File: config.mk
export PLATFORM = sky130hd
export DESIGN_NAME = mcyc_ctrl
export DESIGN_NICKNAME = d
export VERILOG_FILES = /design/src/rtl/mcyc_ctrl.sv
export SDC_FILE = /design/constraint.sdc
export NUM_CORES = 1
export LEC_CHECK = 0
export ABC_AREA = 1
export BUFFER_PORTS_ARGS = -buffer_cell sky130_fd_sc_hd__buf_2
export CORE_UTILIZATION = 42
export CTS_CLUSTER_SIZE = 12
export DETAILED_ROUTE_END_ITERATION = 6
export MAX_ROUTING_LAYER = met4
export PLACE_DENSITY = 0.65
export REMOVE_ABC_BUFFERS = 1
export SYNTH_ARGS = -nofsm -noshare
export SYNTH_HDL_FRONTEND = slang
export SYNTH_SLANG_ARGS = --single-unit
File: constraint.sdc
create_clock -name clk -period 3.75 [get_ports clk]
set_input_delay 0 -clock clk [delete_from_list [all_inputs] [get_ports clk]]
set_output_delay 0 -clock clk [all_outputs]
set_load 0.005 [all_outputs]
File: src/rtl/mcyc_ctrl.sv
`timescale 1ns / 1ps
// mcyc_ctrl -- machine-cycle and T-state sequencer for the 8085 core.
//
// Walks the opcode fetch (M1 T1..T4, optional T5/T6) and up to four further
// machine cycles (M2..M5) described by the decoded instruction info latched at
// M1 T4. It drives the ALU/register enables and the external bus strobes, and
// parks in a halt state that only reset leaves.
//
// Ports
//   clk     in   system clock, one T-state per rising edge
//   rst_    in   synchronous active-low reset
//   chk_i   in   decoded instruction info, sampled only at the end of M1 T4
//   ready   in   memory ready (only used when wait states are compiled in)
//   ienb    out  enables: RRD0 RWR1 COD2 EXT3 PC_4 PD_5 NXT6 ALE7 3RD8
//   ale     out  address latch enable
//   rd_     out  bus read strobe, active-low
//   wr_     out  bus write strobe, active-low
//   halt    out  core halted
//   mcyc    out  current machine cycle 1..5
//   tstate  out  current T-state 1..6, 7 = Tw
//
// Optional feature: define MCYC_WAIT_STATE_EN to insert Tw states while
// ready is low at the end of T2 of a bus cycle.
//
// All outputs are registered: they are decoded from the next-state values so
// that they line up with the state they describe.
module mcyc_ctrl #(
   parameter int unsigned IENBSIZE = 9,
   parameter int unsigned INSTSIZE = 19
) (
   input  logic                clk,
   input  logic                rst_,
   input  logic [INSTSIZE-1:0] chk_i,
   input  logic                ready,
   output logic [IENBSIZE-1:0] ienb,
   output logic                ale,
   output logic                rd_,
   output logic                wr_,
   output logic                halt,
   output logic [2:0]          mcyc,
   output logic [2:0]          tstate
);

   localparam int unsigned EnRrd = 0;
   localparam int unsigned EnRwr = 1;
   localparam int unsigned EnCod = 2;
   localparam int unsigned EnExt = 3;
   localparam int unsigned EnPc  = 4;
   localparam int unsigned EnPd  = 5;
   localparam int unsigned EnNxt = 6;
   localparam int unsigned EnAle = 7;
   localparam int unsigned En3rd = 8;

   // StRst is the idle cycle right after reset; the fetch starts one edge later.
   typedef enum logic [3:0] {
      StRst, StT1, StT2, StT3, StT4, StT5, StT6, StTw, StHalt
   } state_e;

   state_e              st_q, st_d;
   logic [2:0]          mcyc_q, mcyc_d;
   logic [11:0]         cycinfo_q, cycinfo_d;   // {CD, RW, CYC}
   logic                dad_q, dad_d;
   logic [IENBSIZE-1:0] ienb_q, ienb_d;
   logic                ale_q, ale_d;
   logic                rd_q, rd_d;
   logic                wr_q, wr_d;
   logic                halt_q, halt_d;
   logic [2:0]          tstate_q, tstate_d;

   logic                more_cyc;
   logic [1:0]          k_d;
   logic                cd_k;
   logic                rw_k;
   logic                unused_chk;

   // DIO, INST_ALE, INST_CTL and CCC have no effect in this revision.
   assign unused_chk = ^{chk_i[INSTSIZE-1:16], chk_i[3]};

   // Next state
   always_comb begin
      st_d      = st_q;
      mcyc_d    = mcyc_q;
      cycinfo_d = cycinfo_q;
      dad_d     = dad_q;

      // CYC bit of the machine cycle after the current one
      case (mcyc_q)
         3'd2:    more_cyc = cycinfo_q[1];
         3'd3:    more_cyc = cycinfo_q[2];
         3'd4:    more_cyc = cycinfo_q[3];
         default: more_cyc = 1'b0;
      endcase

      unique case (st_q)
         StRst: st_d = StT1;
         StT1:  st_d = StT2;
         StT2: begin
            st_d = StT3;
`ifdef MCYC_WAIT_STATE_EN
            // DAD machine cycles are internal and never wait
            if (((mcyc_q == 3'd1) || !dad_q) && !ready) st_d = StTw;
`endif
         end
         StTw: if (ready) st_d = StT3;
         StT3: begin
            if (mcyc_q == 3'd1) begin
               st_d = StT4;
            end else begin
               st_d   = StT1;
               mcyc_d = more_cyc ? mcyc_q + 3'd1 : 3'd1;
            end
         end
         StT4: begin
            cycinfo_d = chk_i[15:4];
            dad_d     = chk_i[1];
            if (chk_i[2]) begin
               st_d = StHalt;
            end else if (chk_i[0]) begin
               st_d = StT5;
            end else begin
               st_d   = StT1;
               mcyc_d = (chk_i[7:4] != 4'd0) ? 3'd2 : 3'd1;
            end
         end
         StT5: st_d = StT6;
         StT6: begin
            st_d   = StT1;
            mcyc_d = (cycinfo_q[3:0] != 4'd0) ? 3'd2 : 3'd1;
         end
         StHalt:  st_d = StHalt;
         default: st_d = StRst;
      endcase
   end

   // Output decode of the next state
   always_comb begin
      ienb_d   = '0;
      ale_d    = 1'b0;
      rd_d     = 1'b1;
      wr_d     = 1'b1;
      halt_d   = 1'b0;
      k_d      = 2'(mcyc_d - 3'd2);
      cd_k     = cycinfo_d[{2'b10, k_d}];
      rw_k     = cycinfo_d[{2'b01, k_d}];

      case (st_d)
         StT2:    tstate_d = 3'd2;
         StT3:    tstate_d = 3'd3;
         StT4:    tstate_d = 3'd4;
         StT5:    tstate_d = 3'd5;
         StT6:    tstate_d = 3'd6;
         StTw:    tstate_d = 3'd7;
         default: tstate_d = 3'd1;
      endcase

      if (st_d == StHalt) begin
         halt_d = 1'b1;
      end else if (st_d != StRst) begin
         if (mcyc_d == 3'd1) begin
            unique case (st_d)
               StT1: begin
                  ale_d         = 1'b1;
                  ienb_d[EnAle] = 1'b1;
                  ienb_d[EnPc]  = 1'b1;
               end
               StT2, StTw: rd_d = 1'b0;
               StT3: begin
                  rd_d          = 1'b0;
                  ienb_d[EnCod] = 1'b1;
               end
               StT4: ienb_d[EnRrd] = 1'b1;
               StT5: ienb_d[EnExt] = 1'b1;
               StT6: begin
                  ienb_d[EnExt] = 1'b1;
                  ienb_d[EnRwr] = (cycinfo_d[3:0] == 4'd0);
               end
               default: ;
            endcase
         end else begin
            ienb_d[EnPd]  = cd_k;
            ienb_d[EnNxt] = ~mcyc_d[0];   // low byte in M2/M4
            if (dad_d) begin
               if (st_d == StT3) ienb_d[EnRwr] = 1'b1;
            end else if (rw_k) begin
               ienb_d[EnRrd] = 1'b1;
               if (st_d == StT1) begin
                  ale_d         = 1'b1;
                  ienb_d[EnAle] = 1'b1;
               end else begin
                  wr_d = 1'b0;
               end
            end else begin
               unique case (st_d)
                  StT1: begin
                     ale_d         = 1'b1;
                     ienb_d[EnAle] = 1'b1;
                  end
                  StT2: begin
                     rd_d         = 1'b0;
                     ienb_d[EnPc] = ~cd_k;
                  end
                  StTw: rd_d = 1'b0;
                  StT3: begin
                     rd_d          = 1'b0;
                     ienb_d[EnRwr] = 1'b1;
                     ienb_d[En3rd] = 1'b1;
                  end
                  default: ;
               endcase
            end
         end
      end
   end

   always_ff @(posedge clk) begin
      if (!rst_) begin
         st_q      <= StRst;
         mcyc_q    <= 3'd1;
         cycinfo_q <= '0;
         dad_q     <= 1'b0;
         ienb_q    <= '0;
         ale_q     <= 1'b0;
         rd_q      <= 1'b1;
         wr_q      <= 1'b1;
         halt_q    <= 1'b0;
         tstate_q  <= 3'd1;
      end else begin
         st_q      <= st_d;
         mcyc_q    <= mcyc_d;
         cycinfo_q <= cycinfo_d;
         dad_q     <= dad_d;
         ienb_q    <= ienb_d;
         ale_q     <= ale_d;
         rd_q      <= rd_d;
         wr_q      <= wr_d;
         halt_q    <= halt_d;
         tstate_q  <= tstate_d;
      end
   end

   assign ienb   = ienb_q;
   assign ale    = ale_q;
   assign rd_    = rd_q;
   assign wr_    = wr_q;
   assign halt   = halt_q;
   assign mcyc   = mcyc_q;
   assign tstate = tstate_q;

endmodule

# After elaboration in Yosys (flattened, before gate mapping)
# Cells that the tools add are included.
# totals
ram_bits	0
elab_cells	100
reg_bits	36
n_memories	0
latchBits	0
output_inout_bits	19
input_bits	22
rom_bits	0
# classes
shift	0
add_sub_neg	2
div_mod_pow	0
n_reduce_logical	13
multipliers	0
eq_ne	21
n_bitwise	6
order_cmp	2
muxes	43
# ops
cell	count
$eq A4 B3 Y1 const B	8
$pmux W4 S8	1
$mux W1	25
$mux W3	6
$pmux W3 S6	1
$eq A4 B2 Y1 const B	4
$mux W12	1
$reduce_bool A4 Y1	3
$pmux W3 S3	1
$eq A4 B1 Y1 const B	2
$eq A4 B4 Y1 const B	2
$logic_not A4 Y1	2
$mux W4	2
$reduce_or A4 Y1	2
$eq A3 B1 Y1 const B	2
$eq A3 B2 Y1 const B	2
$mux W2	3
$not A1 Y1	6
$reduce_or A3 Y1	2
$reduce_or A6 Y1	1
$lt A3 B5 Y1 const B	1
$lt A4 B5 Y1 const B	1
$reduce_or A5 Y1	1
$bmux W1 S2	2
other kinds (5)	6

# Longest topological paths before layout
# depth
depth_word	13
mapped_depth	14
depth_no_buf	14

# Worst setup path after synthesis
# OpenSTA, ideal clock, no wires.
# synth_path
path_kind	register to register
start	register mcyc_q[0] (netlist: mcyc[0])
end	register ienb_q[4] (netlist: ienb[4])
n_path_buf	0
setup_time_ps	115
synth_period_minus_slack_ps	1939
t_required_ps	3635
stages_incl_launch_ff	13
arrival_time_ps	1824
setup_slack_ps	1811
path_cell_list	dfxtp_1 inv_1 ha_1 o21ai_0 nand2_1 nand2_1 nor2_1 nor2_1 nand3_2 nor2_4 nor2_2 nand3_2 o21ai_2
# synth_via
elab_chain_len	13
word_cells_on_any_way	31
classes_between	2 x add/sub; 8 x eq/ne; 17 x mux; 2 x bitwise; 2 x reduce/logical
# synth_lines
item	line	rtl
from (decl)	60	logic [2:0] mcyc_q, mcyc_d;
from (signal assigned)	229	mcyc_q <= mcyc_d;
$eq A3 B3 Y1 or $eq A3 B2 Y1 (tied branches)	87	case (mcyc_q)
$pmux W1 S3	87	
$mux W3	110	mcyc_d = more_cyc ? mcyc_q + 3'd1 : 3'd1;
$mux W3	106	if (mcyc_q == 3'd1) begin
$pmux W3 S3	94	unique case (st_q)
$sub A2 B2 Y2	142	k_d = 2'(mcyc_d - 3'd2);
$bmux W1 S2	143	cd_k = cycinfo_d[{2'b10, k_d}];
$mux W1 (not written as such)	143	
$not A1 Y1	200	ienb_d[EnPc] = ~cd_k;
$mux W1	193	unique case (st_d)
$mux W1	184	end else if (rw_k) begin
$mux W1	182	if (dad_d) begin
$mux W1	159	if (mcyc_d == 3'd1) begin
to (signal assigned)	232	ienb_q <= ienb_d;
to (decl)	63	logic [IENBSIZE-1:0] ienb_q, ienb_d;
# Parallel ways exist; a longest one is shown, timed or not. The select of a mux whose other input is x is not followed.
# A chain may end at the register's enable or synchronous reset.

# Worst setup path in the final report
# layout_path
start	register mcyc_q[0] (netlist: mcyc[0])
end	register ienb_q[1] (netlist: ienb[1])
# layout_via
elab_chain_len	11
word_cells_on_any_way	28
classes_between	2 x add/sub; 8 x eq/ne; 15 x mux; 1 x bitwise; 2 x reduce/logical
# layout_lines
item	line	rtl
$eq A3 B3 Y1 or $eq A3 B2 Y1 (tied branches)	87	
$pmux W1 S3	87	
$mux W3	110	
$mux W3	106	
$pmux W3 S3	94	
$sub A2 B2 Y2	142	
$bmux W1 S2	144	rw_k = cycinfo_d[{2'b01, k_d}];
$mux W1 (not written as such)	144	
$mux W1	--	
$mux W1	182	
$mux W2	159	
# Parallel ways exist; a longest one is shown, timed or not. The select of a mux whose other input is x is not followed.

==> metrics.yaml <==
cts.clk_slew.worst_paths_ns: 0.07
final-seq-area_um2: 701
fin_crit_sh: 0.626
synth_edf_count: 0
multi_input_area_um2: 1040
place_congestion: 0.871
io_buffers: 36
muxShareOfSynthArea: 0.0213
min_period_ns: 2.35
clock_latency_ns: 0.28
synth-simple-area-share: 0.403
initial_core_util: 0.454
synthesis.area_um2: 1880
drive_gt1_frac: 0.277
wl_per_cell_um: 11.8
synthFlopType: "dfxtp_1"
startpoint_type: "flip-flop"
numCtsBuffers: 5
wl_met1_um: 2010
dp_hpwl_um: 3140
grt_max_degree: 20
required_ns: 3.96
cts_sinks: 35
grt_pass1_wl_um: 6930
slew_viol_final: 0
power_density_nw_per_um2: 404
syn_area_per_cell_um2: 7.40
antenna_left: 0
clk_path_buf_depth: 2
syn_inst: 254
n_antenna_cell: 0
die-height_um: 68.9
core-area_um2: 4140
ys_seq_elements: 35
ys_seq_area_frac: 0.373
relSlewSlack: 0.610
synth_async_sr_flop_share: 0
synth_fa_ha_area_frac: 0.0333
grt_setup_unrepaired: "false"
synth_compound_area_frac: 0.0965
p_leak_nw: 1.11
grt_overflow: 0
antenna_found_initial: 0
synthTopCellsByArea: "dfxtp_1 (37%), nand2_1 (9.4%), nor2_1 (8.6%), nand3_1 (5.6%), inv_1 (4.8%)"
tritoncts: "built"
cts_root_buffer: "clkbuf_8"
clock-skew-final_ns: 0.00282
post-cts-setup-buffer-count: 0
ir_worst_vdd_v: 0.000242
yosysTopAreaCell: "dfxtp_1"
finalHoldViolCount: 0
synth_xor_area_frac: 0
area_delta_synth_final_pct: 18.9
crit_path_end_kind: "flip-flop"
path_cells: "inv_1, ha_1, o21ai_0, nand2_1, nand2_1, nor2_1, nor2_1, nand3_2, nor2_4, nand3_1, a21oi_1"
maxCapViolCount: 0
fmax_mhz: 426
via_count: 1717
fp.dieW_um: 68.9
setup_violations: 0
holdCritPathClass: "input pin to flip-flop"
drtIter0Drc: 59
critical-path-slowest-cell: "dfxtp_1"
io_pins: 41
yosys_warnings: 0
vias_per_cell: 4.91
cts_resized: 0
status: "finished, final reports clean"
synth_top_area_share: 0.373
synth_top_family_by_area: "simple AND/OR/NAND/NOR gates"
dr_wl_met2_um: 1890
dr.pass1.iters: 4
tightest_slew_ns: 0.583
drt_wl_total_um: 4120
max_stage_delay_ns: 0.54
setup_tns_ns: 0
synth_cell_types: 36
grt.total_usage: 0.207
rows: 23
htreeDepth: 2
highest_layer: "met4"
critical_path_arrival_ns: 2.55
drc: 0
crit_type: "flip-flop to flip-flop"
fin_nets: 326
dr_wl_met3_um: 169
fin_util: 0.540
crit_fanout: 9
nFillCells: 413
grt_pass1_vias: 1550
hold_buffers: 5
die_area_um2: 4750
## state kept, by name, summed over array words and instances (netlist names), 3 cells and up
name	count
ienb	9
tstate	3
cycinfo_q	12
st_q	4
mcyc	3
## stage by stage
step | cells | total power, mW | cell area (um^2) | hold WS, ns | setup slack, ns
after detailed placement | 337 | 0.644 | 2100 | 0.254 | 1.45
after floorplan | 251 | 0.578 | 1860 | 0.0689 | 1.81
after CTS | 350 | 0.914 | 2240 | 0.00665 | 1.43
after global placement | 337 | 0.644 | 2100 | 0.254 | 1.47
after global routing | 350 | 0.964 | 2240 | 0.0321 | 1.22
final | 350 | 0.904 | 2240 | 0.00507 | 1.40
## cells by family after synthesis
kind of cell             Yosys count
buffers and inverters             34
flip-flops                        35
AND/OR/NAND/NOR                  150
AO/OA/AOI/OAI                     26
multiplexers                       4
adder cells (fa/ha/maj)            5
## routing by layer
| metal | track usage | vias up |
|---|---|---|
| met1 | 0.263 | 765 |
| met5 | - | - |
| met3 | 0.0345 | 7 |
| met2 | 0.328 | 34 |
| li1 | - | 911 |
| met4 | 0.0765 | 0 |
## worst max-delay path, delay by kind of cell, from the launching register on
kind	cells	cell delay [ns]
AND/OR/NAND/NOR	7	0.93
flip-flops	1	0.54
AO/OA/AOI/OAI	2	0.35
adder cells (fa/ha/maj)	1	0.25
buffers and inverters	1	0.19
## final timing paths
kind / from / to / slack [ns] / cells past startpoint
max: mcyc[0]$_SDFF_PN1_ / ienb[1]$_SDFF_PP0_ / 1.40 / 11
min: chk_i[12] / cycinfo_q[8]$_SDFF_PN0_ / 0.005 / 3
max reg2reg: mcyc[0]$_SDFF_PN1_ / ienb[1]$_SDFF_PP0_ / 1.40 / 11
min reg2reg: cycinfo_q[6]$_SDFF_PN0_ / cycinfo_q[6]$_SDFF_PN0_ / 0.47 / 2
## where the power goes
| group | internal, mW | total (mW) | switching [mW] |
|---|---|---|---|
| logic | 0.0836 | 0.225 | 0.141 |
| registers | 0.398 | 0.414 | 0.0165 |
| clock network | 0.130 | 0.265 | 0.135 |
## Yosys cell counts, drive strengths merged (2+ instances only)
library cell / count
nand2: 58
nor2: 53
dfxtp: 35
inv: 30
nand3: 26
o21ai: 10
a21oi: 7
ha: 5
nand4: 5
mux2i: 4
or2: 4
buf: 2
nor3: 2
o21a: 2
## cell type report
cell class                 count  area share
multi-input combinational    185       0.466
sequential                    35       0.313
timing repair buffer          41       0.103
inverter                      31      0.0520
clock buffer                   6      0.0325
tap                           50      0.0280
clock inverter                 2     0.00560
## cells in the final DEF, fill, tap and decap left out, types with 6 or more instances in the layout
cell and count:
a21oi_1 7, buf_2 36, dfxtp_1 35, inv_1 24, inv_2 6, nand2_1 47, nand2_2 7, nand3_1 21
nor2_1 43, o21ai_0 7
No activity file was read; power rests on OpenSTA's default activity.
